--- config.mk ---
export PLATFORM = sky130hd
export DESIGN_NAME = uart_tx_flat
export DESIGN_NICKNAME = d
export VERILOG_FILES = /design/src/rtl/uart_pkg.sv /design/src/rtl/uart_tx_if.sv /design/src/rtl/uart_baud_tick.sv /design/src/rtl/uart_tx.sv /design/src/flat_wrapper.sv
export SDC_FILE = /design/constraint.sdc
export NUM_CORES = 1
export LEC_CHECK = 0
export ABC_AREA = 1
export ABC_CLOCK_PERIOD_IN_PS = 4050
export CORE_ASPECT_RATIO = 1.25
export CORE_MARGIN = 2
export CORE_UTILIZATION = 26
export CTS_CLUSTER_DIAMETER = 40
export DETAILED_ROUTE_END_ITERATION = 6
export GPL_TIMING_DRIVEN = 1
export MAX_ROUTING_LAYER = met4
export PLACE_DENSITY = 0.55
export SLEW_MARGIN = 25
export SYNTH_ARGS = -nofsm -noshare
export SYNTH_HDL_FRONTEND = slang
export SYNTH_SLANG_ARGS = --single-unit
--- constraint.sdc ---
create_clock -name clk -period 4.05 [get_ports clk]
set_clock_uncertainty 0.05 [all_clocks]
set_input_delay 0.81 -clock clk [delete_from_list [all_inputs] [get_ports clk]]
set_output_delay 0.81 -clock clk [all_outputs]
set_load 0.02 [all_outputs]
--- src/rtl/uart_pkg.sv ---
// Shared constants for the UART transmitter: FSM encoding, parity modes
// and a constant-evaluable log2 used to size the baud counter.
package uart_pkg;

    localparam logic [2:0] ST_IDLE  = 3'd0;
    localparam logic [2:0] ST_START = 3'd1;
    localparam logic [2:0] ST_DATA  = 3'd2;
    localparam logic [2:0] ST_PAR   = 3'd3;
    localparam logic [2:0] ST_STOP  = 3'd4;

    localparam int PARITY_NONE = 0;
    localparam int PARITY_ODD  = 1;
    localparam int PARITY_EVEN = 2;

    // Ceiling log2; callers guarantee value >= 2.
    function automatic int clog2(input int value);
        int r;
        r = 0;
        for (int i = 0; i < 31; i++) begin
            if ((1 << i) < value) r = i + 1;
        end
        return r;
    endfunction

endpackage

--- src/rtl/uart_tx_if.sv ---
// Byte handshake between a print stage (master) and the UART serializer (slave).
interface uart_tx_if;

    logic       tx_start;
    logic [7:0] tx_data;
    logic       tx_busy;
    logic       tx_done;

    modport master (
        output tx_start,
        output tx_data,
        input  tx_busy,
        input  tx_done
    );

    modport slave (
        input  tx_start,
        input  tx_data,
        output tx_busy,
        output tx_done
    );

endinterface

--- src/rtl/uart_baud_tick.sv ---
// Bit-period counter: runs 0..CLKS_PER_BIT-1 while enabled, cleared at frame start.
module uart_baud_tick
    import uart_pkg::*;
#(
    parameter int CLKS_PER_BIT = 434
) (
    input  logic clk,
    input  logic rst,
    input  logic clr,
    input  logic en,
    output logic tick,
    output logic pre_tick
);

    localparam int CNT_W = clog2(CLKS_PER_BIT);
    localparam logic [CNT_W-1:0] LAST = CNT_W'(CLKS_PER_BIT - 1);
    localparam logic [CNT_W-1:0] PRE  = CNT_W'(CLKS_PER_BIT - 2);

    logic [CNT_W-1:0] cnt;

    always_ff @(posedge clk) begin
        if (rst || clr) begin
            cnt <= '0;
        end else if (en) begin
            cnt <= (cnt == LAST) ? '0 : cnt + 1'b1;
        end
    end

    // pre_tick lets the FSM register tx_done so it lands on the final bit clock.
    assign tick     = en && (cnt == LAST);
    assign pre_tick = en && (cnt == PRE);

endmodule

--- src/rtl/uart_tx.sv ---
// 8-bit UART serializer: start, 8 data bits LSB-first, optional parity, 1 or 2 stop bits.
module uart_tx
    import uart_pkg::*;
#(
    parameter int CLK_FREQ     = 50_000_000,
    parameter int BAUD         = 115200,
    parameter int CLKS_PER_BIT = CLK_FREQ / BAUD,
    parameter int PARITY       = 0,
    parameter int STOP_BITS    = 1
) (
    input  logic        clk,
    input  logic        rst,
    uart_tx_if.slave    bus,
    output logic        tx
);

    localparam bit   HAS_PAR   = (PARITY != PARITY_NONE);
    localparam logic STOP_LAST = (STOP_BITS == 2);

    logic [2:0] state;
    logic [7:0] shreg;
    logic [2:0] bit_idx;
    logic       par_bit;
    logic       stop_cnt;
    logic       tx_q;
    logic       busy_q;
    logic       done_q;
    logic       tick;
    logic       pre_tick;
    logic       accept;

    assign accept = (state == ST_IDLE) && bus.tx_start;

    uart_baud_tick #(
        .CLKS_PER_BIT(CLKS_PER_BIT)
    ) u_baud (
        .clk      (clk),
        .rst      (rst),
        .clr      (accept),
        .en       (state != ST_IDLE),
        .tick     (tick),
        .pre_tick (pre_tick)
    );

    always_ff @(posedge clk) begin
        if (rst) begin
            state    <= ST_IDLE;
            tx_q     <= 1'b1;
            busy_q   <= 1'b0;
            done_q   <= 1'b0;
            bit_idx  <= '0;
            shreg    <= '0;
            par_bit  <= 1'b0;
            stop_cnt <= 1'b0;
        end else begin
            // Raised one clock early so the registered pulse covers the last stop clock.
            done_q <= (state == ST_STOP) && pre_tick && (stop_cnt == STOP_LAST);
            case (state)
                ST_IDLE: begin
                    if (bus.tx_start) begin
                        shreg   <= bus.tx_data;
                        par_bit <= (PARITY == PARITY_ODD) ? ~^bus.tx_data : ^bus.tx_data;
                        state   <= ST_START;
                        tx_q    <= 1'b0;
                        busy_q  <= 1'b1;
                    end
                end
                ST_START: begin
                    if (tick) begin
                        state   <= ST_DATA;
                        bit_idx <= '0;
                        tx_q    <= shreg[0];
                    end
                end
                ST_DATA: begin
                    if (tick) begin
                        if (bit_idx == 3'd7) begin
                            stop_cnt <= 1'b0;
                            if (HAS_PAR) begin
                                state <= ST_PAR;
                                tx_q  <= par_bit;
                            end else begin
                                state <= ST_STOP;
                                tx_q  <= 1'b1;
                            end
                        end else begin
                            bit_idx <= bit_idx + 1'b1;
                            shreg   <= {1'b0, shreg[7:1]};
                            tx_q    <= shreg[1];
                        end
                    end
                end
                ST_PAR: begin
                    if (tick) begin
                        state    <= ST_STOP;
                        tx_q     <= 1'b1;
                        stop_cnt <= 1'b0;
                    end
                end
                ST_STOP: begin
                    if (tick) begin
                        if (stop_cnt == STOP_LAST) begin
                            state  <= ST_IDLE;
                            busy_q <= 1'b0;
                        end else begin
                            stop_cnt <= stop_cnt + 1'b1;
                        end
                    end
                end
                default: begin
                    state  <= ST_IDLE;
                    tx_q   <= 1'b1;
                    busy_q <= 1'b0;
                end
            endcase
        end
    end

    assign tx          = tx_q;
    assign bus.tx_busy = busy_q;
    assign bus.tx_done = done_q;

endmodule

--- src/flat_wrapper.sv ---
// flat-port wrapper written by rule: the top's interface ports become plain ports
module uart_tx_flat import uart_pkg::*;
#(
    parameter int CLK_FREQ     = 50_000_000,
    parameter int BAUD         = 115200,
    parameter int CLKS_PER_BIT = CLK_FREQ / BAUD,
    parameter int PARITY       = 0,
    parameter int STOP_BITS    = 1
)
  (clk, rst, tx, bus_tx_start, bus_tx_data, bus_tx_busy, bus_tx_done);
  uart_tx_if bus_i ();
  input  logic clk;
  input  logic rst;
  output logic tx;
  input wire logic [$bits(bus_i.tx_start)-1:0] bus_tx_start;
  input wire logic [$bits(bus_i.tx_data)-1:0] bus_tx_data;
  output wire logic [$bits(bus_i.tx_busy)-1:0] bus_tx_busy;
  output wire logic [$bits(bus_i.tx_done)-1:0] bus_tx_done;
  assign bus_i.tx_start = bus_tx_start;
  assign bus_i.tx_data = bus_tx_data;
  assign bus_tx_busy = bus_i.tx_busy;
  assign bus_tx_done = bus_i.tx_done;
  uart_tx #(.CLK_FREQ(CLK_FREQ), .BAUD(BAUD), .CLKS_PER_BIT(CLKS_PER_BIT), .PARITY(PARITY), .STOP_BITS(STOP_BITS)) u_core (.clk(clk), .rst(rst), .bus(bus_i), .tx(tx));
endmodule
==> impl_metrics.json, run 1 <==
{
  "start_kind": "register",
  "switchingPower_mw": 0.367,
  "synth_ff_type": "dfxtp_1",
  "path_class": "reg -> out",
  "final_antenna_net_count": 0,
  "async_flop_share_pct": 0,
  "regArea_um2": 520,
  "dpl.hpwl_um": 2280,
  "final-max-slew-violation-count": 0,
  "design_area_mm2": 0.00170,
  "pwr-share-clk_pct": 18.6,
  "hold_path_class": "reg -> reg",
  "holdWs_ns": 0.435,
  "ctsHoldBuffers": 0,
  "yosysUniqueCellTypes": 26,
  "synth_nets": 222,
  "synth.top_cells.by_area": "dfxtp_1, nand2_1, nor2_1, ha_1, a21oi_1",
  "cts_resized": 0,
  "placed_area_mm2": 0.00165,
  "cts_buffers": 3,
  "clock-sinks": 26,
  "root_buffer": "clkbuf_8",
  "fin_crit_sh_pct": 51.7,
  "layout.cells.non_filler": 285,
  "slew-limit-headroom_pct": 70.1,
  "fmax_ghz": 0.477,
  "grt_first_pass_wirelength_um": 5530,
  "clk_latency_ns": 0.27,
  "ios": 14,
  "nets": 238,
  "p_int_mw": 0.529,
  "synth_edf_count": 0,
  "routed_wl_um": 2920,
  "coreArea_mm2": 0.00541,
  "ys_seq_area_share_pct": 35.8,
  "crit_required_ns": 3.19,
  "start_util_pct": 26.9,
  "outcome": "completed",
  "p_comb_share_pct": 42.0,
  "critPathArrivalTime_ns": 1.23,
  "dp_cells": 281,
  "synth.most_common_cell": "nand2_1",
  "cts_tree": "done",
  "min_period_ns": 2.09,
  "vdd_drop_max_uv": 273,
  "ys_ff_latch": 26,
  "avgSynthCellArea_um2": 7.06,
  "io_buffers": 13,
  "yosys.area.top_type": "dfxtp_1",
  "vias": 1274,
  "slowest_stage": "clkdlybuf4s50_1",
  "switching_share_pct": 41.0,
  "first_pass_iters": 4,
  "path_buf_inv": 1,
  "synth_cells": 206,
  "synth.top_cells.by_count": "nand2_1, nor2_1, dfxtp_1",
  "path_cells": "clkdlybuf4s50_1",
  "dieArea_mm2": 0.00621,
  "rows": 30,
  "grt_pass1_vias": 1287,
  "seqPwrFrac_pct": 39.4,
  "cts_setup_buffers": 0,
  "syn2layout_area_growth_pct": 17.2,
  "cpPeakStageDelay_ns": 0.61,
  "grt_usage_pct": 11.1,
  "final.setup.worst_slack_ns": 1.96,
  "grt_max_degree": 16,
  "critPathMaxFanout": 2,
  "syn_area_mm2": 0.00145,
  "setup-tns-final_ns": 0,
  "clockBufferDepth": 2,
  "clkTransAtPathRegs_ns": 0.09,
  "cts_max_level": 1,
  "p_leak_nw": 0.745,
  "drive_gt1_share_pct": 16.7,
  "setup.worst_path.end_class": "primary output",
  "routedWlPerCell_um": 10.3,
  "die_height_um": 87.6,
  "pre_cts_slack_ns": 1.69,
  "rsz0062_at_grt": "no",
  "setup_viol": 0,
  "worst_pin_slew_ns": 0.447,
  "gp_congestion": 0.827,
  "crit_family": "buffers and inverters",
  "antenna_found_initial": 0,
  "hold_viol": 0,
  "insertedDiodeCount": 0,
  "drc": 0,
  "drt_iter0_drc": 33,
  "yosysWarningCount": 0,
  "nFillCells": 643,
  "multi_input_comb_area_um2": 830,
  "netlist.area_leader.share_pct": 35.8,
  "via_per_inst": 4.47,
  "cap_viol_max_count": 0,
  "chipWidth_um": 70.9,
  "p_per_area_mw_per_mm2": 526,
  "grt_overflow": 0
}
-- power groups by stage --
stage | Combinational [mW] | Clock, mW | Sequential (mW)
2_1_floorplan | 0.292 | 0 | 0.359
3_3_place_gp | 0.383 | 0 | 0.359
3_5_place_dp | 0.380 | 0 | 0.360
4_1_cts | 0.383 | 0.173 | 0.354
5_1_grt | 0.435 | 0.182 | 0.362
6_report | 0.377 | 0.167 | 0.353
-- flip-flops by register name, summed over array words and instances, names as in the netlist --
register	count
u_core.u_baud.cnt	9
u_core.shreg	8
u_core.bus.tx_busy	1
u_core.state	3
u_core.bit_idx	3
u_core.tx	1
u_core.bus.tx_done	1
-- cells by family (layout without fill, tap and decap cells) --
logic type | Yosys count | after routing | share of synthesized area [%]
flip-flops | 26 | 26 | 35.8
AND/OR/NAND/NOR | 121 | 121 | 40.8
AO/OA/AOI/OAI | 29 | 29 | 12.0
adder cells (fa/ha/maj) | 5 | 5 | 4.30
buffers and inverters | 25 | 40 | 7.14
-- cell usage in the layout, fill, tap and decap left out --
cell type,synthesis,routed
dfxtp_1,26,26
nand3_1,11,11
nor3_1,5,5
o21ai_0,4,4
nand2_1,52,52
nor2_4,3,3
clkdlybuf4s50_1,0,13
nor2_1,30,30
inv_4,1,1
nand2_4,3,3
clkbuf_8,0,4
o211a_1,1,1
a21boi_4,1,1
nor3_2,2,2
nand4_1,2,2
nor3b_1,1,1
a21oi_1,11,11
nor2_2,4,4
a21oi_2,2,2
inv_2,9,9
inv_1,13,13
o21ai_1,9,9
nand2_2,6,6
ha_1,5,5
nand3_4,2,2
a211oi_1,1,1
-- layout make-up --
cell class,instances,share of cell area [%]
inverter,23,5.21
clock buffer,4,3.23
tap,64,4.70
sequential,26,30.5
timing repair buffer,13,7.64
multi-input combinational,155,48.7
-- final timing paths --
kind	start	end	slack, ns	cells past startpoint
worst min-delay path	u_core.bit_idx[2]	u_core.bit_idx[2]	0.43	2
worst max-delay path	u_core.bus.tx_busy	bus_tx_busy	1.96	1
worst min register to register	u_core.bit_idx[2]	u_core.bit_idx[2]	0.43	2
worst max register to register	u_core.state[1]	u_core.shreg[4]	2.28	8
-- stage by stage --
step	total power, mW	utilization [%]
floorplan	0.650	-
global placement	0.742	30.5
detailed placement	0.739	30.5
CTS	0.910	31.5
global route	0.980	31.5
finish	0.896	31.5
-- routing by layer --
metal  track usage [%]  vias to the layer above  part of all wire, %
met5                 -                        -                    0
met4              2.57                        0                 0.55
met3              1.50                        2                  2.2
met2              20.0                       14                   48
met1              13.1                      570                   49
li1                  -                      688                    -
-- worst register-to-register path, stage by stage, from the launching register on --
cell	delay (ns)
dfxtp_1	0.46
inv_2	0.08
nor2_2	0.10
nand2_1	0.26
nor2_2	0.33
nand2_2	0.11
nand2_4	0.11
o21ai_1	0.07
nor2_1	0.12
(Power assumes the default switching activity.)
==> inputs of run 2 (changes only) <==
--- a/config.mk
+++ b/config.mk
@@ -6,7 +6,7 @@
 export NUM_CORES = 1
 export LEC_CHECK = 0
 export ABC_AREA = 1
-export ABC_CLOCK_PERIOD_IN_PS = 4050
+export ABC_CLOCK_PERIOD_IN_PS = 1800
 export CORE_ASPECT_RATIO = 1.25
 export CORE_MARGIN = 2
 export CORE_UTILIZATION = 26
@@ -14,7 +14,7 @@
 export DETAILED_ROUTE_END_ITERATION = 6
 export GPL_TIMING_DRIVEN = 1
 export MAX_ROUTING_LAYER = met4
-export PLACE_DENSITY = 0.55
+export PLACE_DENSITY = 0.56
 export SLEW_MARGIN = 25
 export SYNTH_ARGS = -nofsm -noshare
 export SYNTH_HDL_FRONTEND = slang
==> constraint.sdc (replaced) <==
create_clock -name clk -period 1.8 [get_ports clk]
set_clock_uncertainty 0.05 [all_clocks]
set_input_delay 0.36 -clock clk [delete_from_list [all_inputs] [get_ports clk]]
set_output_delay 0.36 -clock clk [all_outputs]
set_load 0.02 [all_outputs]
==> impl_metrics.json, run 2 (same netlist as run 1, synthesis figures left out) <==
{
  "chipWidth_um": 70.9,
  "nFillCells": 595,
  "antenna_found_initial": 0,
  "gp_congestion": 0.772,
  "seqPwrFrac_pct": 38.5,
  "p_per_area_mw_per_mm2": 1180,
  "setup.worst_path.end_class": "primary output",
  "final_antenna_net_count": 0,
  "final-max-slew-violation-count": 0,
  "busiest_layer": "met2",
  "path_cells": "clkdlybuf4s50_1",
  "critPathMaxFanout": 2,
  "use_met2_pct": 18.9,
  "pwr-share-clk_pct": 19.2,
  "via_per_inst": 4.49,
  "syn2layout_area_growth_pct": 20.1,
  "worst_pin_slew_ns": 0.321,
  "start_kind": "register",
  "drt_iter0_drc": 38,
  "dp_cells": 286,
  "cts_max_level": 1,
  "rows": 30,
  "crit_required_ns": 1.39,
  "rrSetupSlack_ns": 0.24,
  "fin_crit_sh_pct": 91.6,
  "layout_common_cells": "nand2_1, nor2_1, dfxtp_1, inv_1, clkdlybuf4s50_1",
  "crit_family": "buffers and inverters",
  "start_util_pct": 26.9,
  "clkTransAtPathRegs_ns": 0.09,
  "largest_registers": "u_core.u_baud.cnt: 9 flops, u_core.shreg: 8 flops",
  "routed_wl_um": 2990,
  "cpPeakStageDelay_ns": 0.61,
  "switchingPower_mw": 0.844,
  "switching_share_pct": 41.1,
  "outcome": "completed",
  "grt_overflow": 0,
  "drc": 0,
  "ctsHoldBuffers": 0,
  "cts_tree": "done",
  "grt_usage_pct": 11.1,
  "dieArea_mm2": 0.00621,
  "clock-sinks": 26,
  "r2r_cells": 10,
  "p_int_mw": 1.21,
  "ios": 14,
  "critPathArrivalTime_ns": 1.24,
  "top_register": "u_core.u_baud.cnt",
  "slew-limit-headroom_pct": 78.6,
  "die_height_um": 87.6,
  "nets": 243,
  "r2r_end": "u_core.state[0]",
  "path_class": "reg -> out",
  "drive_gt1_share_pct": 18.6,
  "layout.cells.non_filler": 290,
  "grtUsageMet3_pct": 2.42,
  "path_buf_inv": 1,
  "grt_pass1_vias": 1238,
  "insertedDiodeCount": 0,
  "coreArea_mm2": 0.00541,
  "routedWlPerCell_um": 10.3,
  "grt_first_pass_wirelength_um": 5350,
  "clockBufferDepth": 2,
  "setup_viol": 0,
  "largest_reg_flops": 9,
  "hold_viol": 0,
  "cts_buffers": 3,
  "vias": 1302,
  "min_period_ns": 1.65,
  "setup-tns-final_ns": 0,
  "layout_commonest_cell": "nand2_1",
  "holdWs_ns": 0.420,
  "startpoint": "u_core.tx",
  "dpl.hpwl_um": 2320,
  "root_buffer": "clkbuf_8",
  "clk_latency_ns": 0.28,
  "grt_max_degree": 15,
  "rsz0062_at_grt": "no",
  "first_pass_iters": 4,
  "vdd_drop_max_uv": 622,
  "cap_viol_max_count": 0,
  "crit_end": "tx",
  "cts_setup_buffers": 0,
  "p_comb_share_pct": 42.2,
  "fmax_ghz": 0.607,
  "hold_path_class": "reg -> reg",
  "worstReg2RegStart": "u_core.u_baud.cnt[1]",
  "io_buffers": 13,
  "slowest_stage": "clkdlybuf4s50_1",
  "grtUsageMet1_pct": 12.5,
  "critical_path_depth": 1,
  "p_leak_nw": 0.769
}
## run 2: area by class of cell
cell class | instances | area, um^2 | share of cell area, %
multi-input combinational | 155 | 835 | 47.8
sequential | 26 | 520 | 29.8
timing repair buffer | 18 | 168 | 9.60
inverter | 23 | 88.8 | 5.09
tap | 64 | 80.1 | 4.58
clock buffer | 4 | 55.1 | 3.15
## run 2: timing repair
action | in CTS | in global routing
hold endpoints to repair | 0 | 0
gates resized for setup | 0 | 1
setup endpoints to repair | 0 | 3
## run 2: worst min path at each step
| stage | depth (start not counted) | slack [ns] | from | end |
|---|---|---|---|---|
| after global routing | 2 | 0.46 | u_core.bus.tx_busy | u_core.bus.tx_busy |
| after detailed placement | 2 | 0.41 | u_core.bus.tx_busy | u_core.bus.tx_busy |
| after global placement | 2 | 0.41 | u_core.bit_idx[2] | u_core.bit_idx[2] |
| after CTS | 2 | 0.43 | u_core.bus.tx_busy | u_core.bus.tx_busy |
| after floorplan | 1 | 0.38 | rst | u_core.bit_idx[2] |
| final | 2 | 0.42 | u_core.bus.tx_busy | u_core.bus.tx_busy |
## run 2: stage by stage
step / power, mW / utilization (%) / cell area (um^2) / worst slack, ns
floorplan: 1.46 / - / 1450 / 0.363
global placement: 1.69 / 31.2 / 1690 / 0.0792
detailed placement: 1.69 / 31.2 / 1690 / 0.0623
CTS: 2.09 / 32.2 / 1740 / 0.121
global route: 2.22 / 32.3 / 1750 / 0.0333
finish: 2.06 / 32.3 / 1750 / 0.152
## run 2: power groups by stage
stage / registers, mW / logic [mW] / clock network, mW
2_1_floorplan: 0.807 / 0.657 / 0
3_3_place_gp: 0.808 / 0.879 / 0
3_5_place_dp: 0.806 / 0.879 / 0
4_1_cts: 0.796 / 0.883 / 0.410
5_1_grt: 0.808 / 0.985 / 0.431
6_report: 0.792 / 0.868 / 0.395
## run 2: metal layers
layer | vias to the layer above | routed length (um)
met3 | 5 | 82
met2 | 17 | 1450
met5 | - | 0
li1 | 705 | -
met1 | 575 | 1400
met4 | 0 | 54
